File: src/rtl/move_collector.sv
// Walks all 64 square FIFOs after move generation settles and unpacks each
// 48-bit word of origin slots into a stream of {from, to} moves.
module move_collector (
    input  logic        clk,
    input  logic        reset,
    input  logic        start,
    input  logic        gen_done,
    output logic [5:0]  sq_sel,
    input  logic        fifo_empty,
    output logic        fifo_rden,
    input  logic [47:0] fifo_data,
    output logic        mv_valid,
    input  logic        mv_ready,
    output logic [11:0] mv_data,
    output logic [7:0]  mv_count,
    output logic        busy,
    output logic        list_done
);

    typedef enum logic [2:0] {
        IDLE,
        WAIT_GEN,
        SELECT,
        READ,
        LATCH,
        EMIT,
        NEXT,
        DONE
    } state_t;

    state_t      state_q;
    logic [5:0]  sq_q;
    logic        rden_q;
    logic [47:0] word_q;
    logic [2:0]  idx_q;
    logic        valid_q;
    logic [11:0] data_q;
    logic [7:0]  count_q;
    logic        busy_q;
    logic        done_q;

    logic [2:0]  idxNext_d;
    logic [5:0]  slotNext_d;

    // Slot examined after the current one; only meaningful while idx_q > 0.
    always_comb begin
        idxNext_d  = idx_q - 3'd1;
        slotNext_d = word_q[6*idxNext_d +: 6];
    end

    always_ff @(posedge clk) begin
        if (reset) begin
            state_q <= IDLE;
            sq_q    <= 6'd0;
            rden_q  <= 1'b0;
            word_q  <= 48'd0;
            idx_q   <= 3'd7;
            valid_q <= 1'b0;
            data_q  <= 12'd0;
            count_q <= 8'd0;
            busy_q  <= 1'b0;
            done_q  <= 1'b0;
        end else begin
            case (state_q)
                IDLE: begin
                    if (start) begin
                        state_q <= WAIT_GEN;
                        count_q <= 8'd0;
                        sq_q    <= 6'd0;
                        busy_q  <= 1'b1;
                    end
                end
                WAIT_GEN: begin
                    if (gen_done) begin
                        state_q <= SELECT;
                    end
                end
                SELECT: begin
                    if (fifo_empty) begin
                        state_q <= NEXT;
                    end else begin
                        state_q <= READ;
                        rden_q  <= 1'b1;
                    end
                end
                READ: begin
                    rden_q  <= 1'b0;
                    state_q <= LATCH;
                end
                // Slot 7 is judged here from the raw FIFO word so that mv_valid
                // is already correct in the first EMIT cycle.
                LATCH: begin
                    word_q  <= fifo_data;
                    idx_q   <= 3'd7;
                    valid_q <= (fifo_data[47:42] != sq_q);
                    data_q  <= {fifo_data[47:42], sq_q};
                    state_q <= EMIT;
                end
                EMIT: begin
                    if (!valid_q || mv_ready) begin
                        if (valid_q && count_q != 8'hFF) begin
                            count_q <= count_q + 8'd1;
                        end
                        if (idx_q == 3'd0) begin
                            valid_q <= 1'b0;
                            state_q <= SELECT;
                        end else begin
                            idx_q   <= idxNext_d;
                            valid_q <= (slotNext_d != sq_q);
                            data_q  <= {slotNext_d, sq_q};
                        end
                    end
                end
                NEXT: begin
                    if (sq_q == 6'd63) begin
                        state_q <= DONE;
                        done_q  <= 1'b1;
                    end else begin
                        sq_q    <= sq_q + 6'd1;
                        state_q <= SELECT;
                    end
                end
                DONE: begin
                    done_q  <= 1'b0;
                    busy_q  <= 1'b0;
                    state_q <= IDLE;
                end
                default: begin
                    state_q <= IDLE;
                end
            endcase
        end
    end

    assign sq_sel    = sq_q;
    assign fifo_rden = rden_q;
    assign mv_valid  = valid_q;
    assign mv_data   = data_q;
    assign mv_count  = count_q;
    assign busy      = busy_q;
    assign list_done = done_q;

endmodule

File: config.mk
export PLATFORM = sky130hd
export DESIGN_NAME = move_collector
export DESIGN_NICKNAME = d
export VERILOG_FILES = /design/src/rtl/move_collector.sv
export SDC_FILE = /design/constraint.sdc
export NUM_CORES = 1
export LEC_CHECK = 0
export CAP_MARGIN = 0
export CORE_MARGIN = 1.5
export CORE_UTILIZATION = 30
export DETAILED_ROUTE_END_ITERATION = 10
export HOLD_SLACK_MARGIN = 0.02
export PLACE_DENSITY = 0.58
export SLEW_MARGIN = 20
export SYNTH_ARGS = -nofsm -noshare
export SYNTH_HDL_FRONTEND = slang
export SYNTH_SLANG_ARGS = --single-unit
File: constraint.sdc
create_clock -name clk -period 3.9 [get_ports clk]
set_input_delay 0.78 -clock clk [delete_from_list [all_inputs] [get_ports clk]]
set_output_delay 0.78 -clock clk [all_outputs]
set_load 0.01 [all_outputs]
======== Word level (Yosys, flattened, before mapping) ========
Cells that the tools add are included.
storage, ports and cells
  register bits ........................... 84
  input port bits ......................... 54
  output and inout port bits .............. 30
  word-level logic and storage cells ...... 83
cells by class
  add/subtract/negate cells ............... 3
  multiply operators ...................... 1
  equality and inequality tests ........... 20
  shifts and indexed selects .............. 1
  mux-type cells .......................... 29
  reduce and logical (&&, ||, !) cells .... 19
operators by type and width
  operator                                              number
  variable part select 48 x 7 -> 6 bit                  1
  two-way mux 12 bit                                    2
  two-way mux 3 bit                                     8
  two-way mux 8 bit                                     3
  one-hot mux 12 bit (2 select lines)                   1
  one-hot mux 3 bit (8 select lines)                    1
  != test 2 bit (second input constant)                 9
  one-hot mux 8 bit (2 select lines)                    1
  equality test 3 bit (second input constant)           4
  two-way mux 6 bit                                     2
  != test 6 bit                                         2
  one-hot mux 6 bit (2 select lines)                    1
  nonzero test 2 bit                                    6
  adder 8 x 1 -> 8 bit (second input constant)          1
  != test 8 bit (second input constant)                 1
  one-hot mux 1 bit (2 select lines)                    4
  AND reduction 2 bit                                   4
  AND reduction 4 bit                                   2
  adder 6 x 1 -> 6 bit (second input constant)          1
  equality test 3 x 2 -> 1 bit (second input constant)  2
  equality test 6 bit (second input constant)           1
  zero test 3 bit                                       2
  one-hot mux 3 bit (2 select lines)                    1
  AND reduction 3 bit                                   2
  other kinds (7)                                       11

======== Longest topological paths before layout ========
  word-level depth ........................ 7
  mapped depth ............................ 11
  depth with buffers taken out ............ 8

======== Worst setup path before layout ========
OpenSTA, ideal clock, no wires.
  path type ............................... reg2reg
  start ................................... register idx_q[0]
  end ..................................... register valid_q, in the netlist mv_valid
  library setup time ...................... 0.127 ns
  arrival ................................. 2.634 ns
  required time ........................... 3.773 ns
  slack ................................... 1.139 ns
  cell stages (with the launch flop) ...... 10
  path buffers ............................ 1
  clock period less this slack ............ 2.761 ns
  cell sequence ........................... dfxtp_1 > clkbuf_1 > inv_2 > ha_1 > xor2_2 > mux4_2 > mux2i_4 > xnor2_1 > nor4_1 > a21oi_1
on the way
  word-level cells in the longest chain between the ends .. 7
  elaborated cells between the ends (all ways) .. 8
  those cells by class .................... add/sub: 1; mul: 1; eq/ne: 1; shift: 1; mux: 3; reduce/logical: 1
RTL lines
  item                                  line  text
  start, declared                       35    logic [2:0] idx_q;
  start signal, assigned                108   idx_q <= idxNext_d;
  subtractor 3 x 1 -> 3 bit             47    idxNext_d = idx_q - 3'd1;
  multiplier 2 x 3 -> 5 bit             48    slotNext_d = word_q[6*idxNext_d +: 6];
  variable part select 48 x 7 -> 6 bit  48
  != test 6 bit                         109   valid_q <= (slotNext_d != sq_q);
  two-way mux 1 bit *                   104   if (idx_q == 3'd0) begin
  two-way mux 1 bit *                   100   if (!valid_q || mv_ready) begin
  one-hot mux 1 bit (2 select lines) *  64    case (state_q)
  end signal, assigned                  95    valid_q <= (fifo_data[47:42] != sq_q);
  end signal, assigned                  109
  end, declared                         36    logic valid_q;
Every way passes the cells marked *; elsewhere a longest branch is shown, timed or not. The select of a mux whose other input is x is not followed.
A chain may end at the register's enable or synchronous reset.

======== Worst setup path in the final report ========
Ends and elaborated chain as after synthesis.

==> summary.txt <==
Critical R2R Launch - idx_q[0]
Maximum number of pins on one net before global-route repair - 53
Sum of negative setup slack - 0 ns
Class of the worst hold path - flip-flop to flip-flop
Count of standard-cell rows - 41
Vias post-DR - 3,459
Core ar. - 12,600 µm²
Count of yosys warnings during synthesis - 0
Number of remaining DRC errors - 0
Portion of the clock cycle consumed by the worst path in the final layout - 77.9%
Setup Skew - 0.00517 ns
IO Count - 84
Endpoint kind of the worst setup timing path - flip-flop
Via density per instance - 4.81
RSZ-0062 raised after global routing - no
Pre-antenna DRT Iters - 5
Worst reg2reg path depth - 8
Highest clock frequency the design can meet - 329 MHz
Number of nets still failing antenna checks after routing - 0
Most used flip-flop cell after synthesis - sky130_fd_sc_hd__dfxtp_1
First-pass GRT wire length - 16,200 µm
Crit path max fanout - 11
Leakage power total - 1.71 nW
Clock-pin transition on the worst setup and hold timing paths - 0.06 ns
Fin nets - 600
Inst Count DP - 703
Aggregate global routing overflow - 0
Clock period minus worst slack - 3.04 ns
Arrival time at the worst endpoint - 3.24 ns
Port bufs - 83
Finish-stage setup viols - 0
H-tree depth - 3
Total clock buffers created by CTS - 9
Peak supply drop - 192 µV
Routed WL - 9770 µm
Share of flip-flops with an asynchronous set or reset - 0%
Max clock buf depth - 2
Transition time at the pin with the least slew margin - 0.919 ns
Avg Inst Size Synth - 8.10 µm²
Total of flip-flops plus latches after synthesis - 84
Final Non-Filler Cells - 719
GRT Overall Usage - 15.1%
Relative slew slack - 38.7%
Ratio of cells with drive above 1 in the final layout - 6.22%
Post-CTS Setup Inserts - 0
Launch point of the worst path - idx_q[0]
Finished Core Util - 40.7%
Setup Slack @ Placement - 0.882 ns
Via count of the first global-routing pass - 3,269
Worst Slack Setup Final - 0.861 ns
Hold Crit Endpoint - mv_data[1]
CTS root buffer - sky130_fd_sc_hd__clkbuf_16
Die span in x - 117 µm
CP Launch Type - flip-flop
Hold_buf cts - 0
Post-synth design cell area - 3890 µm²
Final hold violation count - 0
Areal power density over the cells - 446 nW/µm²
Total nets after synthesis - 538
Max-capacitance violation count - 0
Placed wire-length estimate after detailed placement - 7320 µm
Capture point of the worst reg-to-reg path - mv_valid
Overall power of the completed layout - 2.29 mW
Area grow syn2layout - 32.2%
Initial core utilization - 30.8%
TritonCTS clock tree - built
Routed length per placed instance - 13.6 µm
Violation count after the first detailed-routing iteration - 196
Die ar. - 13,700 µm²
Number of enable-type register cells in the synthesized netlist - 0
Portion of the post-synthesis area used by sequential elements - 43.2%
Number of antenna repair diodes - 0
Number of library cell types mapped by synthesis - 43
WHS Path Cells - 2
Clock insertion delay at the later pin of the skew report - 0.33 ns
Number of pins with negative max-slew slack in the final report - 0
Antenna violations before repair - 0
Cts repair resizes - 0
Worst path required time - 4.10 ns
Synthesized netlist cell count - 480
Clk sink count - 84
Result of the run - complete, no violations
Hold path startpoint - mv_data[1]
Worst-case register-to-register setup slack - 0.86 ns
Die height - 117 µm
Worst setup path category - flip-flop to flip-flop
Routability Congestion - 0.814
[cells in the final DEF, fill, tap and decap left out, drive strengths merged, types with 6 or more instances in the layout]
master,count
o21ai,15
nand4,6
o211ai,6
mux4,8
dfxtp,84
nand3,15
nand2,126
mux2i,12
clkbuf,10
nor2,29
xor2,9
inv,7
clkdlybuf4s50,82
xnor2,13
nand2b,6
a21oi,70
[worst max-delay path, cell delays in order, from the launching register on]
cell and delay [ns]:
sky130_fd_sc_hd__dfxtp_1 0.61, sky130_fd_sc_hd__inv_2 0.20, sky130_fd_sc_hd__ha_1 0.33, sky130_fd_sc_hd__xor2_2 0.49, sky130_fd_sc_hd__mux4_2 0.61, sky130_fd_sc_hd__mux2i_4 0.18
sky130_fd_sc_hd__xnor2_1 0.08, sky130_fd_sc_hd__nor4_1 0.31, sky130_fd_sc_hd__a21oi_1 0.10
[sequential cells by signal (all words and copies together) (netlist names)]
name and flops:
mv_valid 1, busy 1, state_q 3, sq_sel 6, idx_q 3, word_q 48
mv_data 12, fifo_rden 1, list_done 1, mv_count 8
[kinds of logic (layout without fill, tap and decap cells)]
logic type | count (synthesis) | after routing | share of synthesized area [%]
AOI/OAI and AO/OA | 99 | 99 | 13.9
xor gates and xnor gates | 22 | 22 | 5.15
adders and majority gates | 4 | 4 | 1.29
buffers and inverters | 41 | 108 | 4.57
DFF | 84 | 84 | 43.2
muxes | 20 | 20 | 8.04
and+or+nand+nor | 210 | 210 | 23.8
[cell type report]
| type | count | area (µm²) |
|---|---|---|
| fill | 1326 | 7480 |
| clock buffer | 10 | 239 |
| tap | 172 | 215 |
| inverter | 5 | 18.8 |
| multi-input combinational | 355 | 2040 |
| clock inverter | 6 | 93.8 |
| sequential | 84 | 1680 |
| timing repair buffer | 87 | 856 |
[through the flow]
stage          instance area (µm²)  hold slack, ns
4_1_cts                       5140           0.454
5_1_grt                       5140           0.469
2_1_floorplan                 3890           0.433
3_3_place_gp                  4810           0.442
6_report                      5140           0.450
3_5_place_dp                  4810           0.447
[synthesized netlist by cell type, drive strengths merged (4+ instances only)]
library cell  number  share of area [%]
a21oi             70                9.1
buf                7                1.3
clkbuf            29                2.8
dfxtp             84                 43
ha                 4                1.3
inv                5               0.48
mux2i             12                3.4
mux4               8                4.6
nand2            126                 12
nand2b             6               0.97
nand3             15                1.9
nand4              6               0.97
nand4b             4               0.90
nor2              29                2.8
nor3               4               0.51
o211ai             6                1.2
o21ai             15                1.9
or3                5               0.80
xnor2             13                2.9
xor2               9                2.2
[power breakdown]
part,internal (mW),switching [mW]
Sequential,0.916,0.0516
Combinational,0.183,0.213
Clock,0.584,0.344
Total,1.68,0.609
[layer usage]
layer / GRT usage, % / vias up / part of all wire, %
met3: 3.76 / 8 / 5.1
met4: 4.42 / 0 / 0.65
met2: 24.9 / 98 / 48
li1: - / 1759 / -
met5: 0 / - / 0
met1: 19.8 / 1594 / 46
[how the worst max path moves through the flow]
stage / to / slack (ns) / cells past startpoint
floorplan: mv_valid / 1.14 / 9
CTS: mv_valid / 0.86 / 8
detailed placement: mv_valid / 0.88 / 8
finish: mv_valid / 0.86 / 8
global route: mv_valid / 0.62 / 8
global placement: mv_valid / 1.0 / 8
(Power assumes the default switching activity.)
